File: config.mk
export PLATFORM = sky130hd
export DESIGN_NAME = zet_alu_wb
export DESIGN_NICKNAME = d
export VERILOG_FILES = /design/src/rtl/zet_alu_pkg.sv /design/src/rtl/zet_alu_wb_fifo.sv /design/src/rtl/zet_alu_wb.sv
export SDC_FILE = /design/constraint.sdc
export NUM_CORES = 1
export LEC_CHECK = 0
export CAP_MARGIN = 5
export CELL_PAD_IN_SITES_DETAIL_PLACEMENT = 1
export CELL_PAD_IN_SITES_GLOBAL_PLACEMENT = 1
export CORE_ASPECT_RATIO = 1.5
export CORE_MARGIN = 2
export CORE_UTILIZATION = 33
export DETAILED_ROUTE_END_ITERATION = 6
export PLACE_DENSITY_LB_ADDON = 0.1
export SLEW_MARGIN = 5
export SYNTH_ARGS = -nofsm -noshare
export SYNTH_HDL_FRONTEND = slang
export SYNTH_SLANG_ARGS = --single-unit
File: constraint.sdc
create_clock -name clk -period 2 [get_ports clk]
set_input_delay 0.4 -clock clk [delete_from_list [all_inputs] [get_ports clk]]
set_output_delay 0.4 -clock clk [all_outputs]
set_load 0.005 [all_outputs]
File: src/rtl/zet_alu_pkg.sv
// ----------------------------------------------------------------------------
// zet_alu_pkg
// Shared definitions for the Zet ALU writeback stage:
//   - architectural FLAGS bit positions (CF, PF, AF, ZF, SF, OF)
//   - bit order of the 6-bit flag/fmask vectors: {OF,SF,ZF,AF,PF,CF}
//   - mask of reserved FLAGS bits (1, 3, 5, 12-15)
//   - the writeback buffer entry layout
//   - helpers to scatter a 6-bit flag vector into FLAGS positions and to
//     compute the x86 parity flag
// ----------------------------------------------------------------------------
package zet_alu_pkg;

  // Architectural FLAGS bit positions
  localparam int CF_BIT = 0;
  localparam int PF_BIT = 2;
  localparam int AF_BIT = 4;
  localparam int ZF_BIT = 6;
  localparam int SF_BIT = 7;
  localparam int OF_BIT = 11;

  // Positions inside the compact 6-bit vectors {OF,SF,ZF,AF,PF,CF}
  localparam int FM_CF = 0;
  localparam int FM_PF = 1;
  localparam int FM_AF = 2;
  localparam int FM_ZF = 3;
  localparam int FM_SF = 4;
  localparam int FM_OF = 5;

  // Reserved FLAGS bits: always sourced from the reset value
  localparam logic [15:0] RSV_MASK = 16'hF02A;

  // One buffered ALU result
  typedef struct packed {
    logic [15:0] res;
    logic [5:0]  flags6;
    logic [5:0]  fmask;
  } wb_entry_t;

  localparam int ENTRY_W = $bits(wb_entry_t);

  // Place a compact 6-bit flag vector at its architectural FLAGS positions
  function automatic logic [15:0] expand_flags(input logic [5:0] f6);
    logic [15:0] v;
    v         = 16'h0000;
    v[CF_BIT] = f6[FM_CF];
    v[PF_BIT] = f6[FM_PF];
    v[AF_BIT] = f6[FM_AF];
    v[ZF_BIT] = f6[FM_ZF];
    v[SF_BIT] = f6[FM_SF];
    v[OF_BIT] = f6[FM_OF];
    return v;
  endfunction

  // x86 PF: set when the low byte has an even number of ones
  function automatic logic parity_even(input logic [7:0] b);
    return ~^b;
  endfunction

endpackage

File: src/rtl/zet_alu_wb_fifo.sv
// ----------------------------------------------------------------------------
// zet_alu_wb_fifo
// Generic 2-entry skid FIFO with valid/ready on both sides. Entry 0 is
// always the head, so the output data comes straight from a register.
// in_ready and out_valid depend only on the registered occupancy count.
//
// Ports:
//   clk, rst_n   clock, asynchronous active-low reset
//   clr          synchronous clear: empties the FIFO, same-cycle push and
//                pop are ignored
//   in_valid     write request          in_ready   FIFO has space
//   din [W]      write data
//   out_valid    head entry valid       out_ready  consumer takes head
//   dout [W]     head entry data (zero after reset)
// ----------------------------------------------------------------------------
module zet_alu_wb_fifo #(
  parameter int W = 8
) (
  input  logic         clk,
  input  logic         rst_n,
  input  logic         clr,
  input  logic         in_valid,
  output logic         in_ready,
  input  logic [W-1:0] din,
  output logic         out_valid,
  input  logic         out_ready,
  output logic [W-1:0] dout
);

  logic [1:0]   count_r;
  logic [W-1:0] e0_r;
  logic [W-1:0] e1_r;

  logic [1:0]   count_s;
  logic [W-1:0] e0_s;
  logic [W-1:0] e1_s;
  logic         push_s;
  logic         pop_s;

  assign in_ready  = (count_r != 2'd2);
  assign out_valid = (count_r != 2'd0);
  assign dout      = e0_r;

  assign push_s = in_valid  && in_ready  && !clr;
  assign pop_s  = out_valid && out_ready && !clr;

  // Next-state computation for occupancy and the two entry slots
  always_comb begin
    count_s = count_r;
    e0_s    = e0_r;
    e1_s    = e1_r;
    if (clr) begin
      count_s = 2'd0;
    end else begin
      case ({push_s, pop_s})
        2'b10: begin
          count_s = count_r + 2'd1;
          if (count_r == 2'd0) begin
            e0_s = din;
          end else begin
            e1_s = din;
          end
        end
        2'b01: begin
          count_s = count_r - 2'd1;
          e0_s    = e1_r;
        end
        2'b11: begin
          // Only reachable with one entry held: the new entry becomes head
          count_s = count_r;
          if (count_r == 2'd1) begin
            e0_s = din;
          end else begin
            e0_s = e1_r;
            e1_s = din;
          end
        end
        default: begin
          count_s = count_r;
        end
      endcase
    end
  end

  // Occupancy and entry storage registers
  always_ff @(posedge clk or negedge rst_n) begin
    if (!rst_n) begin
      count_r <= 2'd0;
      e0_r    <= {W{1'b0}};
      e1_r    <= {W{1'b0}};
    end else begin
      count_r <= count_s;
      e0_r    <= e0_s;
      e1_r    <= e1_s;
    end
  end

endmodule

File: src/rtl/zet_alu_wb.sv
// ----------------------------------------------------------------------------
// zet_alu_wb
// ALU writeback stage of the Zet core. Derives ZF/SF/PF from the ALU result
// (byte or word width), takes CF/OF/AF from the ALU sub-units, and queues
// {result, flags, fmask} in a 2-entry skid FIFO. The architectural FLAGS
// register is updated from the head entry when it retires downstream, or
// loaded wholesale by POPF/IRET (load wins over a same-cycle commit).
//
// Ports:
//   clk, rst_n          clock, asynchronous active-low reset
//   in_valid/in_ready   upstream handshake
//   in_res[16]          ALU result
//   in_cfo/ofo/afo      carry, overflow, auxiliary carry from the ALU
//   in_word             1 = word op, 0 = byte op
//   in_fmask[6]         flags this op writes, {OF,SF,ZF,AF,PF,CF}
//   out_valid/out_ready downstream handshake
//   out_res[16]         head result
//   out_flags[16]       head flags merged over the current FLAGS
//   flags[16]           architectural FLAGS
//   ld_flags, ld_val    FLAGS load strobe and value
//   flush               synchronous buffer clear
// ----------------------------------------------------------------------------
module zet_alu_wb
  import zet_alu_pkg::*;
#(
  parameter logic [15:0] FLAGS_RST = 16'h0002
) (
  input  logic        clk,
  input  logic        rst_n,
  input  logic        in_valid,
  output logic        in_ready,
  input  logic [15:0] in_res,
  input  logic        in_cfo,
  input  logic        in_ofo,
  input  logic        in_afo,
  input  logic        in_word,
  input  logic [5:0]  in_fmask,
  output logic        out_valid,
  input  logic        out_ready,
  output logic [15:0] out_res,
  output logic [15:0] out_flags,
  output logic [15:0] flags,
  input  logic        ld_flags,
  input  logic [15:0] ld_val,
  input  logic        flush
);

  wb_entry_t   in_entry_s;
  wb_entry_t   head_s;
  logic        zf_s;
  logic        sf_s;
  logic [5:0]  flags6_s;
  logic [15:0] upd_mask_s;
  logic [15:0] head_val_s;
  logic        commit_s;
  logic [15:0] flags_r;
  logic [15:0] flags_s;

  // Status flag derivation from the incoming ALU result
  always_comb begin
    zf_s = 1'b0;
    sf_s = 1'b0;
    if (in_word) begin
      zf_s = (in_res == 16'h0000);
      sf_s = in_res[15];
    end else begin
      zf_s = (in_res[7:0] == 8'h00);
      sf_s = in_res[7];
    end
  end

  // Pack derived flags in {OF,SF,ZF,AF,PF,CF} order and build the entry
  always_comb begin
    flags6_s        = 6'b000000;
    flags6_s[FM_CF] = in_cfo;
    flags6_s[FM_PF] = parity_even(in_res[7:0]);
    flags6_s[FM_AF] = in_afo;
    flags6_s[FM_ZF] = zf_s;
    flags6_s[FM_SF] = sf_s;
    flags6_s[FM_OF] = in_ofo;
    in_entry_s.res    = in_res;
    in_entry_s.flags6 = flags6_s;
    in_entry_s.fmask  = in_fmask;
  end

  zet_alu_wb_fifo #(
    .W (ENTRY_W)
  ) u_fifo (
    .clk       (clk),
    .rst_n     (rst_n),
    .clr       (flush),
    .in_valid  (in_valid),
    .in_ready  (in_ready),
    .din       (in_entry_s),
    .out_valid (out_valid),
    .out_ready (out_ready),
    .dout      (head_s)
  );

  // A retire during flush is discarded, so it must not touch FLAGS
  assign commit_s   = out_valid && out_ready && !flush;
  assign upd_mask_s = expand_flags(head_s.fmask);
  assign head_val_s = expand_flags(head_s.flags6);

  assign out_res   = head_s.res;
  assign out_flags = (flags_r & ~upd_mask_s) | (head_val_s & upd_mask_s);
  assign flags     = flags_r;

  // FLAGS next value: load beats commit, reserved bits always from reset value
  always_comb begin
    flags_s = flags_r;
    if (ld_flags) begin
      flags_s = (ld_val & ~RSV_MASK) | (FLAGS_RST & RSV_MASK);
    end else if (commit_s) begin
      flags_s = out_flags;
    end else begin
      flags_s = flags_r;
    end
  end

  // Architectural FLAGS register
  always_ff @(posedge clk or negedge rst_n) begin
    if (!rst_n) begin
      flags_r <= FLAGS_RST;
    end else begin
      flags_r <= flags_s;
    end
  end

endmodule

==> results of run 1 <==
Yosys cell counts, types with 2 or more instances:
library cell / count / area share, %
a21oi_1: 27 / 4.0
inv_1: 14 / 1.6
xnor2_1: 4 / 1.0
buf_4: 32 / 7.1
nand2_1: 16 / 1.8
ha_1: 7 / 2.6
buf_6: 2 / 0.67
o21ai_0: 16 / 2.4
clkbuf_1: 6 / 0.67
mux2_2: 28 / 9.3
buf_2: 5 / 0.74
or4_1: 2 / 0.44
dfrtp_1: 67 / 50
mux2i_1: 34 / 10
nor2_1: 28 / 3.1
registers in the layout (all words and copies together) (netlist names):
signal	cells
u_fifo.dout	28
u_fifo.count_r	2
u_fifo.e1_r	28
flags	10
metrics by stage:
step	util [%]	std cells	worst slack (ns)
floorplan	-	319	0.124
global placement	42.4	490	-0.169
detailed placement	42.4	490	-0.185
CTS	45.3	506	0.0561
global route	45.3	506	0.0127
finish	45.3	506	0.0808
metal layers:
metal / part of all wire, % / GRT usage, % / vias up
met4: 2.4 / 8.00 / 0
met1: 40 / 16.7 / 1189
met2: 51 / 25.7 / 70
li1: - / - / 1159
met5: 0 / 0 / -
met3: 6.2 / 4.12 / 11
what timing repair did:
| action | in CTS | in global routing |
|---|---|---|
| resized for setup | 2 | 1 |
| setup buffers | 0 | 0 |
| hold endpoints to repair | 24 | 0 |
| setup endpoints to repair | 1 | 1 |
| hold buffers | 1 | 0 |
critical path: stages (launching register included):
cell and delay, ns:
dfrtp_1 0.35, inv_1 0.07, ha_1 0.23, inv_1 0.06, clkdlybuf4s50_1 0.49
power by group through the flow:
stage / clock network [W] / registers [W] / logic [W]
floorplan: 0 / 0.00221 / 0.00125
global placement: 0 / 0.00228 / 0.00191
detailed placement: 0 / 0.00231 / 0.00195
CTS: 0.00150 / 0.00229 / 0.00197
global route: 0.00156 / 0.00236 / 0.00216
finish: 0.00145 / 0.00227 / 0.00192
cells in the final DEF (no fill, tap or decap), types with 2 or more instances in the layout:
cell type,instances
clkbuf_1,2
mux2_2,28
conb_1,12
or4_1,2
clkbuf_8,2
nand2_1,16
clkinv_2,2
clkdlybuf4s50_1,76
buf_4,18
mux2i_1,34
inv_1,14
ha_1,6
xnor2_1,4
buf_12,4
o21ai_0,16
dfrtp_1,67
clkbuf_16,9
a21oi_1,26
nor2_1,28
area by class of cell:
class	count	share of cell area, %
Tap cell	117	3.22
Inverter	14	1.16
Clock buffer	13	5.73
Timing Repair Buffer	100	21.9
Multi-Input combinational cell	192	30.3
Sequential cell	68	37.5
Clock inverter	2	0.220
path summary, 6_finish.rpt:
kind / to
worst max-delay path: in_ready
worst min-delay path: u_fifo.e1_r[19]
worst max register to register: u_fifo.dout[25]
worst min register to register: u_fifo.e1_r[19]
max in group asynchronous: u_fifo.dout[25]
min in group asynchronous: u_fifo.e1_r[0]
kinds of logic (layout without fill, tap and decap cells):
| group | Yosys count | in the layout | synth area share (%) |
|---|---|---|---|
| muxes | 62 | 62 | 19.4 |
| AOI/OAI and AO/OA | 50 | 50 | 7.96 |
| buffers and inverters | 59 | 129 | 10.7 |
| xor gates and xnor gates | 4 | 4 | 1.04 |
| DFF | 68 | 68 | 50.4 |
| adders and majority gates | 7 | 7 | 2.59 |
| other | 1 | 12 | 0.111 |
| and+or+nand+nor | 57 | 57 | 7.74 |
==> metrics, run 1 <==
Slew Viols, Final=0; starting density of the core=around 34%; crit path kind=reg2out; clock share of power=25.7%; Post-DP Area=about 4300 um^2; GRT Overall Usage=15.0%; routed length per instance=14.9 um; syn avg cell area=11.0 um^2; # diodes=0; DR pass1 iterations=3; initial DRC count=30; fraction of layout cells with a size suffix above 1=18.0%; Internal Power=~0.0040 W; Yosys warnings=0; Final Cycle Share=96.0%; Die Area=11100 um^2; largest net degree at the start of global routing=44; I/O pins=98; hold path depth=2; sequential share of power=40.2%; number of max-cap violations=0; vias per cell=4.80; area of the core=between 10000 and 15000 um^2; final wirelength=~7500 um; area delta synth->final=34.4%; Async SR Flop Fraction=100%; final instance area=4540 um^2; worst skew pair latency=between 0.3 and 0.4 ns; CTS tree=built; Final Wtd Congestion=0.705; Reg-to-Reg Start=u_fifo.count_r[0]; antenna violations before repair=0; Sink Count=68; f_max=about 520 MHz; element type at the critical path end=output pin; Final Hold Fails=0; EDFF count, synth=0; NetSw=between 0.0015 and 0.002 W; number of buffers added on ports=78; status=finished clean; crit-path max FO=3; WP data arrival=1.52 ns; first-pass GRT wire length=12800 um; CTS Buf Count=9; via count=around 2400; Sequential Area=1700 um^2; antenna viol nets, final=0; Final Setup Violations=0; Detailed Place HPWL=5420 um; power share of the combinational group=~34%; Startpoint Class=flop; Die Span Y=128 um; worst reg2reg path depth=7; Final min period=1.92 ns; hold path startpoint=u_fifo.e1_r[19]; Synth cell types=35; Clock H-tree levels=3; Clock Skew=0.00475 ns; hold crit path type=reg2reg; Peak supply drop=0.000482 V; sw frac=28.5%; final setup TNS=0 ns; setup slack on the worst flop-to-flop path=~0.19 ns; hold slack=0.479 ns; CP required=1.60 ns; synthesized area=3380 um^2; top_reg_cell synth=dfrtp_1; root buf cell=clkbuf_16; Layout Nets=440; Mapped Cells=308; grt ovf=0; chip width=86.6 um; Power, Total=between 0.005 and 0.006 W; unrepaired setup endpoints after global routing=no; # rows=45; CTS Buffer Depth=2; area of the multi-input gates=1380 um^2; sequential fraction of the synthesis area=50.4%; Seq cells post-synth=68; crit path from=u_fifo.count_r[0]; Reg clk slew, reported paths=about 0.05 ns; PD cells=1240 nW/um^2; number of global-route vias before repair=2633; DRC viols=0; Fillers=about 1100; Leak=2.11 nW
No activity file was read; power rests on OpenSTA's default activity.
==> run 2, diff against run 1 <==
- CORE_UTILIZATION: 33 -> 35
- SYNTH_HIERARCHICAL: unset -> 1
==> run 2 against run 1 <==
Compared with the run above: die area rose by 12%; clock power barely moved; setup slack got worse by 0.0085 ns; combinational power rose by 74%; non-clock buffer count rose by 16; final area rose by 19%; core utilization rose by 2.2 points; area after synthesis rose by 19%; clock skew rose by 0.00074 ns; largest power group is now combinational cells.
==> metrics, run 2 <==
status=finished clean; GRT Overall Usage=19.3% (+4.3 points); Yosys warnings=6 (+6); Detailed Place HPWL=7940 um (+47%); CP required=1.60 ns (about the same); Die Span Y=135 um (+5.9%); simple-gate share of the synthesized area=9.16% (+1.4 points); main combinational cell family by area after synthesis=multiplexers; commonest non-fill, non-tap cell in the layout=clkdlybuf4s50_1; final wirelength=11800 um (+56%); Final Hold Fails=0 (unchanged); largest net degree at the start of global routing=69 (+57%); crit path kind=reg2out; PD cells=1340 nW/um^2 (+7.5%); Sink Count=68 (unchanged); f_max=519 MHz (-0.44%); area delta synth->final=33.8%; crit-path max FO=4 (+1); syn avg cell area=10.5 um^2 (-4.5%); crit path from=u_fifo/count_r[1]; number of global-route vias before repair=3615 (+37%); DRC viols=0 (unchanged); # diodes=0 (unchanged); final instance area=5400 um^2 (+19%); synthesized area=4030 um^2 (+19%); Final Cycle Share=96.4% (+0.43 points); Final Wtd Congestion=0.731 (+3.6%); synth cell count leaders=dfrtp_1, nand2_1, mux2i_1, nor2_1, a21oi_1; final setup TNS=0 ns (unchanged); top cell type's share of synthesized area=41.6% (-8.0 points); Synth Area in XOR/XNOR=0.869% (-0.17 points); routed length per instance=18.6 um (+25%); hold crit path type=in2async; chip width=91.6 um (+5.8%); most frequent cells in the layout=clkdlybuf4s50_1, dfrtp_1, nand2_1; fraction of layout cells with a size suffix above 1=20.2% (+2.3 points); number of max-cap violations=0 (unchanged); Clock H-tree levels=3 (unchanged); I/O pins=98 (unchanged); top_reg_cell synth=dfrtp_1; EDFF count, synth=0 (unchanged); Clock Skew=0.00549 ns (+0.000739 ns); adder-cell share of the synthesized area=2.17% (-0.42 points); Async SR Flop Fraction=100% (unchanged); worst reg2reg path depth=6 (-1); element type at the critical path end=output pin; # rows=48 (+6.7%); worst skew pair latency=0.33 ns (about the same); Seq cells post-synth=68 (unchanged); WP data arrival=1.53 ns (about the same); DR pass1 iterations=5 (+2); antenna violations before repair=0 (unchanged); mux share of post-synthesis cell area=21.2% (+1.8 points); count leader, synth=dfrtp_1; setup slack on the worst flop-to-flop path=0.13 ns (-0.06 ns); Reg clk slew, reported paths=0.05 ns (about the same); Slew Viols, Final=0 (unchanged); number of buffers added on ports=78 (unchanged); Slew @ Worst Pin=0.537 ns; antenna viol nets, final=0 (unchanged); max_slew headroom=64.1%; root buf cell=clkbuf_16; CTS Buf Count=9 (unchanged); area of the core=11400 um^2 (+13%); initial DRC count=105 (+250%); Mapped Cells=385 (+25%); top post-synthesis cells by area=dfrtp_1, mux2_4, mux2i_1; Layout Nets=534 (+21%); Die Area=12400 um^2 (+12%); unrepaired setup endpoints after global routing=yes; hold buffer count at cts=0 (-1); Reg-to-Reg Start=u_fifo/count_r[0]; via count=3276 (+35%); Yosys top cell by area=dfrtp_1; sequential fraction of the synthesis area=42.2% (-8.2 points); CTS tree=built; grt ovf=0 (unchanged); Post-DP Area=5080 um^2 (+19%); Synth cell types=37 (+5.7%); Synth Area in Compound Gates=15.5% (+7.6 points); Peak supply drop=0.000575 V (+19%); Final Setup Violations=0 (unchanged); starting density of the core=35.5% (+1.8 points); vias per cell=5.17 (+7.6%); Startpoint Class=flop; Leak=2.33 nW (+10%); Final min period=1.93 ns (+0.00851 ns); first-pass GRT wire length=18700 um (+47%); CTS Buffer Depth=2 (unchanged)
[run 2: cell count changes after synthesis, sizes merged, moves of 3 or more]
cell    delta
o31ai     +28
a211oi    +27
nand2     +23
o21ai     -10
mux2       +9
nor2       +3
[run 2: path summary, 6_finish.rpt]
check	endpoint
setup / recovery	out_valid
hold / removal	flags[9]
setup reg to reg	u_fifo/dout[4]
hold reg to reg	u_fifo/dout[25]
max in group asynchronous	u_fifo/e1_r[8]
min in group clk	u_fifo/e1_r[12]
[run 2: repair_timing]
action	CTS	global route
pin swaps	0	3
gates resized for setup	3	7
buffers inserted	0	1
endpoints found under the setup margin	14	29
gates cloned	0	1
[run 2: cells by family (layout without fill, tap and decap cells)]
group | after synthesis | after routing
simple gates | 83 | 83
mux | 71 | 71
flops | 68 | 68
xor+xnor | 4 | 4
other cells | 1 | 12
fa+ha+maj | 7 | 7
compound gates | 94 | 95
buf+inv | 57 | 144
[run 2: stage by stage]
step	power, W	hold slack, ns	setup slack [ns]	utilization (%)	std cells
2_1_floorplan	0.00444	0.104	0.357	-	396
3_3_place_gp	0.00559	0.464	-0.302	44.7	616
3_5_place_dp	0.00572	0.461	-0.315	44.7	616
4_1_cts	0.00722	0.111	-0.0318	47.0	632
5_1_grt	0.00768	0.104	-0.0830	47.5	634
6_report	0.00721	0.0705	0.0723	47.5	634
[run 2: layout make-up]
cell class / instances / area [um^2]
Tap cell: 150 / 188
Inverter: 12 / 45.0
Sequential cell: 68 / 1700
Clock buffer: 16 / 262
Multi-Input combinational cell: 272 / 2070
Timing Repair Buffer: 116 / 1130
Fill cell: 1260 / 5960
[run 2: per-layer routing]
layer / share of wire [%] / GRT usage, % / up-vias
li1: - / - / 1534
met1: 42 / 22.3 / 1667
met2: 53 / 35.9 / 64
met3: 3.3 / 3.39 / 11
met4: 1.2 / 6.06 / 0
met5: 0 / 0 / -
[run 2: where the power goes]
| group | internal, W | switching [W] |
|---|---|---|
| Sequential | 0.00199 | 0.000450 |
| Combinational | 0.00184 | 0.00151 |
| Clock | 0.000876 | 0.000557 |
| Total | 0.00470 | 0.00251 |
[run 2: critical path: stages, from the launching register on]
cell and delay (ns):
dfrtp_1 0.34, inv_1 0.09, ha_4 0.19, inv_2 0.07
clkdlybuf4s50_1 0.50
